[src/rtl/button_event_decoder_if.sv]
// Strobe/pulse bundle between the debouncer side and the button event decoder.
interface button_event_decoder_if;
   logic btn_down;
   logic btn_up;
   logic short_press;
   logic long_press;
   logic repeat_pulse;
   logic double_press;
   logic held;

   modport master (
      output btn_down, btn_up,
      input  short_press, long_press, repeat_pulse, double_press, held
   );

   modport slave (
      input  btn_down, btn_up,
      output short_press, long_press, repeat_pulse, double_press, held
   );
endinterface

[src/rtl/button_event_decoder.sv]
// Classifies debounced press/release strobes into short, long (+auto-repeat) and double presses.
// Optional double-press detection is built only when DOUBLE_PRESS_EN is defined.
module button_event_decoder #(
   parameter int CNT_W         = 24,
   parameter int LONG_CYCLES   = 12_500_000,
   parameter int REPEAT_CYCLES = 5_000_000,
   parameter int DOUBLE_CYCLES = 10_000_000
) (
   input  logic                        clk,
   input  logic                        rst_n,
   button_event_decoder_if.slave       bus
);

   if (LONG_CYCLES < 2 || REPEAT_CYCLES < 2 || DOUBLE_CYCLES < 2) begin : g_bad_cycles
      $error("button_event_decoder: cycle parameters must be >= 2");
   end
   if (LONG_CYCLES - 1 >= (1 << CNT_W) || REPEAT_CYCLES - 1 >= (1 << CNT_W) ||
       DOUBLE_CYCLES - 1 >= (1 << CNT_W)) begin : g_bad_width
      $error("button_event_decoder: CNT_W too narrow for the cycle parameters");
   end

   typedef enum logic [2:0] {
      IDLE  = 3'd0,
      PRESS = 3'd1,
      HOLD  = 3'd2
`ifdef DOUBLE_PRESS_EN
      ,
      WAIT2 = 3'd3,
      LOCK  = 3'd4
`endif
   } state_t;

   localparam logic [CNT_W-1:0] LONG_TERM   = CNT_W'(LONG_CYCLES - 1);
   localparam logic [CNT_W-1:0] REPEAT_TERM = CNT_W'(REPEAT_CYCLES - 1);
`ifdef DOUBLE_PRESS_EN
   localparam logic [CNT_W-1:0] DOUBLE_TERM = CNT_W'(DOUBLE_CYCLES - 1);
`endif

   state_t           state_r;
   state_t           state_next_s;
   logic [CNT_W-1:0] cnt_r;
   logic             cnt_clear_s;
   logic             counting_s;
   logic             down_s;
   logic             up_s;

   logic             short_next_s;
   logic             long_next_s;
   logic             repeat_next_s;
   logic             short_press_r;
   logic             long_press_r;
   logic             repeat_pulse_r;
   logic             held_r;
`ifdef DOUBLE_PRESS_EN
   logic             double_next_s;
   logic             double_press_r;
`endif

   // Coincident press and release cancel each other out.
   assign down_s = bus.btn_down & ~bus.btn_up;
   assign up_s   = bus.btn_up   & ~bus.btn_down;

   // Next-state, counter control and pulse decode.
   always_comb begin
      state_next_s  = state_r;
      cnt_clear_s   = 1'b0;
      counting_s    = 1'b0;
      short_next_s  = 1'b0;
      long_next_s   = 1'b0;
      repeat_next_s = 1'b0;
`ifdef DOUBLE_PRESS_EN
      double_next_s = 1'b0;
`endif
      case (state_r)
         IDLE: begin
            if (down_s) begin
               state_next_s = PRESS;
            end else begin
               state_next_s = IDLE;
            end
         end
         PRESS: begin
            counting_s = 1'b1;
            if (up_s) begin
`ifdef DOUBLE_PRESS_EN
               state_next_s = WAIT2;
`else
               short_next_s = 1'b1;
               state_next_s = IDLE;
`endif
            end else if (cnt_r == LONG_TERM) begin
               long_next_s  = 1'b1;
               state_next_s = HOLD;
            end else begin
               state_next_s = PRESS;
            end
         end
         HOLD: begin
            counting_s = 1'b1;
            if (up_s) begin
               state_next_s = IDLE;
            end else if (cnt_r == REPEAT_TERM) begin
               repeat_next_s = 1'b1;
               cnt_clear_s   = 1'b1;
               state_next_s  = HOLD;
            end else begin
               state_next_s = HOLD;
            end
         end
`ifdef DOUBLE_PRESS_EN
         WAIT2: begin
            counting_s = 1'b1;
            if (down_s) begin
               double_next_s = 1'b1;
               state_next_s  = LOCK;
            end else if (cnt_r == DOUBLE_TERM) begin
               short_next_s = 1'b1;
               state_next_s = IDLE;
            end else begin
               state_next_s = WAIT2;
            end
         end
         LOCK: begin
            if (up_s) begin
               state_next_s = IDLE;
            end else begin
               state_next_s = LOCK;
            end
         end
`endif
         default: begin
            state_next_s = IDLE;
         end
      endcase
   end

   // State register.
   always_ff @(posedge clk or negedge rst_n) begin
      if (!rst_n) begin
         state_r <= IDLE;
      end else begin
         state_r <= state_next_s;
      end
   end

   // Counter clears on state entry and repeat; idles at zero in non-timing states.
   always_ff @(posedge clk or negedge rst_n) begin
      if (!rst_n) begin
         cnt_r <= {CNT_W{1'b0}};
      end else if (cnt_clear_s || (state_next_s != state_r) || !counting_s) begin
         cnt_r <= {CNT_W{1'b0}};
      end else begin
         cnt_r <= cnt_r + CNT_W'(1);
      end
   end

   // Registered event pulses and hold level.
   always_ff @(posedge clk or negedge rst_n) begin
      if (!rst_n) begin
         short_press_r  <= 1'b0;
         long_press_r   <= 1'b0;
         repeat_pulse_r <= 1'b0;
         held_r         <= 1'b0;
      end else begin
         short_press_r  <= short_next_s;
         long_press_r   <= long_next_s;
         repeat_pulse_r <= repeat_next_s;
         held_r         <= (state_next_s == HOLD);
      end
   end

`ifdef DOUBLE_PRESS_EN
   // Registered double-press pulse.
   always_ff @(posedge clk or negedge rst_n) begin
      if (!rst_n) begin
         double_press_r <= 1'b0;
      end else begin
         double_press_r <= double_next_s;
      end
   end

   assign bus.double_press = double_press_r;
`else
   assign bus.double_press = 1'b0;
`endif

   assign bus.short_press  = short_press_r;
   assign bus.long_press   = long_press_r;
   assign bus.repeat_pulse = repeat_pulse_r;
   assign bus.held         = held_r;

endmodule

[src/flat_wrapper.sv]
// flat-port wrapper written by rule: the top's interface ports become plain ports
module button_event_decoder_flat 
#(
   parameter int CNT_W         = 24,
   parameter int LONG_CYCLES   = 12_500_000,
   parameter int REPEAT_CYCLES = 5_000_000,
   parameter int DOUBLE_CYCLES = 10_000_000
)
  (clk, rst_n, bus_btn_down, bus_btn_up, bus_short_press, bus_long_press, bus_repeat_pulse, bus_double_press, bus_held);
  button_event_decoder_if bus_i ();
  input  logic clk;
  input  logic rst_n;
  input wire logic [$bits(bus_i.btn_down)-1:0] bus_btn_down;
  input wire logic [$bits(bus_i.btn_up)-1:0] bus_btn_up;
  output wire logic [$bits(bus_i.short_press)-1:0] bus_short_press;
  output wire logic [$bits(bus_i.long_press)-1:0] bus_long_press;
  output wire logic [$bits(bus_i.repeat_pulse)-1:0] bus_repeat_pulse;
  output wire logic [$bits(bus_i.double_press)-1:0] bus_double_press;
  output wire logic [$bits(bus_i.held)-1:0] bus_held;
  assign bus_i.btn_down = bus_btn_down;
  assign bus_i.btn_up = bus_btn_up;
  assign bus_short_press = bus_i.short_press;
  assign bus_long_press = bus_i.long_press;
  assign bus_repeat_pulse = bus_i.repeat_pulse;
  assign bus_double_press = bus_i.double_press;
  assign bus_held = bus_i.held;
  button_event_decoder #(.CNT_W(CNT_W), .LONG_CYCLES(LONG_CYCLES), .REPEAT_CYCLES(REPEAT_CYCLES), .DOUBLE_CYCLES(DOUBLE_CYCLES)) u_core (.clk(clk), .rst_n(rst_n), .bus(bus_i));
endmodule
[config.mk]
export PLATFORM = sky130hd
export DESIGN_NAME = button_event_decoder_flat
export DESIGN_NICKNAME = d
export VERILOG_FILES = /design/src/rtl/button_event_decoder_if.sv /design/src/rtl/button_event_decoder.sv /design/src/flat_wrapper.sv
export SDC_FILE = /design/constraint.sdc
export NUM_CORES = 1
export LEC_CHECK = 0
export CORE_UTILIZATION = 40
export CTS_CLUSTER_DIAMETER = 80
export CTS_CLUSTER_SIZE = 25
export DETAILED_ROUTE_END_ITERATION = 16
export MAX_ROUTING_LAYER = met4
export PLACE_DENSITY = 0.68
export SKIP_LAST_GASP = 1
export SLEW_MARGIN = 20
export SYNTH_ARGS = -nofsm -noshare
export SYNTH_HDL_FRONTEND = slang
export SYNTH_SLANG_ARGS = --single-unit
[constraint.sdc]
create_clock -name clk -period 2.5 [get_ports clk]
set_input_delay 0.25 -clock clk [delete_from_list [all_inputs] [get_ports clk]]
set_output_delay 0.25 -clock clk [all_outputs]
set_load 0.03 [all_outputs]
# Word level (Yosys, flattened, before mapping)

Index checks and enable logic that the tools add are counted.

Register bits after elaboration: 31
Output and inout port bits: 5

$add $sub $neg: 1
Eq/ne operators: 6
Mux-type cells: 15
Bitwise operators: 4
Reduce and logical (&&, ||, !) cells: 5

Operators by type and width:

| kind                                                                     | count |
|---|---|
| 24-bit by 1-bit adder with 24-bit output (second input constant)         | 1 |
| 24-bit by 23-bit equality test with 1-bit output (second input constant) | 1 |
| 24-bit equality test (second input constant)                             | 1 |
| 24-bit 2-to-1 mux                                                        | 1 |
| 1-bit 2-to-1 mux                                                         | 10 |
| 3-bit one-hot mux with 3 select lines                                    | 1 |
| 3-bit by 2-bit equality test with 1-bit output (second input constant)   | 2 |
| 2-bit 2-to-1 mux                                                         | 2 |
| 3-bit by 1-bit equality test with 1-bit output (second input constant)   | 1 |
| 3-bit logical NOT                                                        | 1 |
| 3-bit 2-to-1 mux                                                         | 1 |
| 3-bit != test                                                            | 1 |
| 1-bit bitwise AND                                                        | 2 |
| 1-bit logical OR                                                         | 2 |
| 1-bit NOT                                                                | 2 |
| 2-bit OR reduction                                                       | 1 |
| 1-bit logical NOT                                                        | 1 |

# Logic depth before layout (Yosys ltp)

Depth after elaboration: 8
Gate-level depth with buffers: 9
Mapped depth without buffers: 7

# Worst setup path before layout

No wires, ideal clock.

Kind: flip-flop to flip-flop
Start: reg u_core.state_r[1]
End: reg u_core.cnt_r[8]
Library setup time: 120 ps
Arrival time: 1772 ps
Data required time: 2380 ps
Path slack: 607 ps
Stages on the path, launching flop included: 9
Buffers on the path: 2
Period minus slack after synthesis: 1893 ps
Cells stage by stage: dfrtp_1 -> inv_1 -> ha_1 -> clkbuf_1 -> nand4_1 -> a2111o_1 -> o211ai_2 -> buf_6 -> nor3_2

Longest elaborated chain between the ends: 6
Elaborated cells between the ends (all ways): 12
Classes of those cells: eq/ne (3); mux (4); reduce/logical (5)

RTL lines:

| element                                                                            | RTL line                                                | source |
|---|---|---|
| start, declared                                                                    | button_event_decoder.sv:39                              | `state_t state_r;` |
| start signal, assigned                                                             | button_event_decoder.sv:142                             | `state_r <= state_next_s;` |
| 3-bit by 2-bit equality test with 1-bit output, or another cell as far along       | button_event_decoder.sv:74                              | `case (state_r)` |
| 3-bit one-hot mux with 3 select lines / 2-bit OR reduction (equally long branches) | n/a                                                     |  |
| 3-bit != test / 1-bit 2-to-1 mux (equally long branches)                           | button_event_decoder.sv:150, button_event_decoder.sv:74 |  |
| 1-bit logical OR / 1-bit logical NOT (equally long branches)                       | button_event_decoder.sv:150                             | `end else if (cnt_clear_s \|\| (state_next_s != state_r) \|\| !counting_s) begin` |
| 1-bit logical OR (*)                                                               | button_event_decoder.sv:150                             |  |
| 24-bit 2-to-1 mux (*)                                                              | button_event_decoder.sv:150                             |  |
| end signal, assigned                                                               | button_event_decoder.sv:149                             | `cnt_r <= {CNT_W{1'b0}};` |
| end signal, assigned                                                               | button_event_decoder.sv:151                             | `cnt_r <= {CNT_W{1'b0}};` |
| end signal, assigned                                                               | button_event_decoder.sv:153                             | `cnt_r <= cnt_r + CNT_W'(1);` |
| end, declared                                                                      | button_event_decoder.sv:41                              | `logic [CNT_W-1:0] cnt_r;` |

Every way passes the cells marked *; elsewhere a longest branch is shown, timed or not.

# Worst setup path in the final report

Start: reg u_core.state_r[1]
End: reg u_core.cnt_r[1]

Same word-level chain as after synthesis.

==> impl_metrics.py <==
metrics = {
    "status": {
        "status": "complete, no violations",
    },
    "cts": {
        "clock_path_buffers": 2,
        "cts_hold_buf": 0,
        "cts_tree": "built",
        "clock-root-buffer": "clkbuf_8",
        "htreeDepth": 2,
        "cts.sinks": 30,
        "clkLatencyLatePin_ns": 0.29,
        "clk_pin_slew_worst_paths_ns": 0.06,
        "numCtsBuffers": 5,
        "postCtsSetupBuffers": 0,
        "cts_resized": 0,
    },
    "routing": {
        "vias": 1325,
        "drtAntennaViolNets": 0,
        "drt-vias-per-instance": 5.430,
        "wl_um": 3456,
        "drc": 0,
        "first_pass_iters": 4,
        "drt_first_iter_violations": 69,
        "wl_per_cell_um": 14.16,
    },
    "global_route": {
        "grt_overflow": 0,
        "grt_pass1_vias": 1269,
        "grt_start_max_net_pins": 31,
        "antenna_found_initial": 0,
        "track_usage_pct": 16.31,
        "grt_pass1_wl_um": 6023,
    },
    "synthesis": {
        "synth_area_um2": 1831,
        "avgSynthCellArea_um2": 10.23,
        "synth_seq_cells": 30,
        "synth.area.mux_share_pct": 0.5468,
        "synthAdderAreaFrac_pct": 3.418,
        "synth_xor_area_share_pct": 10.53,
        "synth_edf_count": 0,
        "ys_seq_area_share_pct": 41.01,
        "synth_nets": 188,
        "yosys_warnings": 0,
        "synthFlopType": "dfrtp_1",
        "synth-simple-area-share_pct": 34.79,
        "synth_cell_types": 43,
        "synth_compound_area_share_pct": 4.580,
        "synth_largest_area_cell": "dfrtp_1",
        "ys_top_cells_by_area": "dfrtp_1 (41%), nor3_2 (7.7%), xnor2_1 (6.2%)",
        "synth_top_family_by_area": "simple AND/OR/NAND/NOR gates",
        "async_reset_ff_share_pct": 100.0,
        "yosys.area.top_type_share_pct": 41.01,
        "syn_inst": 179,
    },
    "sta": {
        "timing.hold.ws_ns": 0.3379,
        "max_slew_margin_pct": 59.82,
        "grt_setup_unrepaired": "false",
        "setup_slack_ns": 0.3459,
        "worstMarginPinSlew_ns": 0.5978,
        "finClkSkew_ns": 0.009086,
        "finalSetupTns_ns": 0,
        "period_share_pct": 86.16,
        "hold_violations": 0,
        "setup_viol": 0,
        "post-route-min-period_ns": 2.154,
        "fmax_mhz": 464.2,
        "drv_slew": 0,
    },
    "place": {
        "place_hpwl_um": 2416,
        "finalWeightedCongestion": 0.9515,
        "placed_cell_area_um2": 1956,
        "dp.cells": 236,
        "port_buffers": 7,
        "dp_slack_ns": 0.1825,
    },
    "floorplan": {
        "die_w_um": 69.65,
        "dieArea_um2": 4851,
        "fp-row-count": 24,
        "coreArea_um2": 4384,
        "start_util_pct": 41.75,
        "dieHeight_um": 69.65,
        "ios": 9,
    },
    "critical_path": {
        "end_kind": "flip-flop",
        "worstPathRequired_ns": 2.70,
        "worstPathArrival_ns": 2.36,
        "start_kind": "flip-flop",
        "crit_type": "reg -> reg",
        "reg2reg_depth": 8,
        "reg2reg_slack_ns": 0.35,
        "critical_path.max_fanout": 18,
        "r2r-start": "u_core.state_r[1]$_DFF_PN0_",
        "rr_endpoint": "u_core.cnt_r[1]$_DFF_PN0_",
    },
    "worst_hold_path": {
        "hold_class": "in -> async",
    },
    "finish": {
        "final_cell_mix": "dfrtp_1 (30), nor3_2 (14), nor3_1 (14)",
        "layout.nets": 200,
        "layout.cells.non_filler": 244,
        "diodes": 0,
        "area_delta_synth_final_pct": 11.82,
        "drive_above_1_share_pct": 18.23,
        "final_common_cell": "dfrtp_1",
        "design_area_um2": 2047,
    },
    "run": {
        "cap_viol_max_count": 0,
    },
    "pwr": {
        "ir_drop_v": 0.0002807,
        "p_leak_nw": 0.7860,
        "power.density_nw_per_um2": 517.8,
    },
}
==> metrics by stage <==
step,utilization (%),power [mW]
global placement,44.61,0.6665
CTS,46.69,1.070
global route,46.69,1.111
detailed placement,44.61,0.6678
floorplan,-,0.6212
finish,46.69,1.060
==> state kept, by name, indices dropped and copies added (netlist names) <==
signal / cells
u_core.cnt_r: 24
u_core.state_r: 2
u_core.bus.held: 1
u_core.bus.long_press: 1
u_core.bus.repeat_pulse: 1
u_core.bus.short_press: 1
==> critical path: stages, from the launching register on <==
cell,delay (ns)
dfrtp_1,0.43
inv_1,0.12
ha_1,0.23
nor4bb_1,0.16
a311oi_1,0.24
o2111a_1,0.24
o211ai_2,0.23
buf_12,0.24
nor3b_1,0.18
==> Yosys cell counts, types with 4 or more instances <==
| library cell | count |
|---|---|
| buf_6 | 4 |
| dfrtp_1 | 30 |
| ha_1 | 5 |
| inv_1 | 8 |
| nand2_1 | 12 |
| nand3_1 | 11 |
| nand4_1 | 8 |
| nor2_1 | 11 |
| nor3_1 | 14 |
| nor3_2 | 14 |
| xnor2_1 | 13 |
| xor2_1 | 9 |
==> layer usage <==
metal / vias to the layer above / routed length [um] / GRT usage [%]
met5: - / 0 / -
met4: 0 / 44 / 7.333
met3: 4 / 114 / 4.360
met2: 25 / 1555 / 22.55
met1: 635 / 1742 / 22.35
li1: 661 / - / -
==> logic make-up after synthesis <==
family                   count (synthesis)
adder cells (fa/ha/maj)                  5
multiplexers                             1
AND/OR/NAND/NOR                         94
XOR/XNOR                                22
flip-flops                              30
AO/OA/AOI/OAI                           11
other                                    1
buffers and inverters                   15
==> worst max-delay path by stage <==
| stage | slack, ns | start | cells past startpoint | end |
|---|---|---|---|---|
| 5_1_grt | 0.19 | u_core.state_r[1]$_DFF_PN0_ | 8 | u_core.cnt_r[3]$_DFF_PN0_ |
| 4_1_cts | 0.34 | u_core.state_r[1]$_DFF_PN0_ | 8 | u_core.cnt_r[5]$_DFF_PN0_ |
| 3_3_place_gp | 0.26 | bus_btn_down | 7 | u_core.cnt_r[1]$_DFF_PN0_ |
| 6_report | 0.35 | u_core.state_r[1]$_DFF_PN0_ | 8 | u_core.cnt_r[1]$_DFF_PN0_ |
| 2_1_floorplan | 0.61 | u_core.state_r[1]$_DFF_PN0_ | 8 | u_core.cnt_r[8]$_DFF_PN0_ |
| 3_5_place_dp | 0.18 | bus_btn_down | 7 | u_core.cnt_r[3]$_DFF_PN0_ |
==> where the power goes <==
group	total [mW]	internal, mW	leakage, nW	switching, mW
registers	0.505	0.496	0.416	0.00838
clock network	0.401	0.222	0.0482	0.180
logic	0.154	0.0582	0.322	0.0957
==> layout make-up <==
| type | count | area, um^2 |
|---|---|---|
| tap | 52 | 65.06 |
| clock buffer | 7 | 86.33 |
| sequential | 30 | 750.7 |
| inverter | 8 | 30.03 |
| clock inverter | 1 | 5.005 |
| timing repair buffer | 12 | 120.1 |
| fill | 423 | 2337 |
| multi-input combinational | 134 | 989.7 |
No activity file was read; power rests on OpenSTA's default activity.
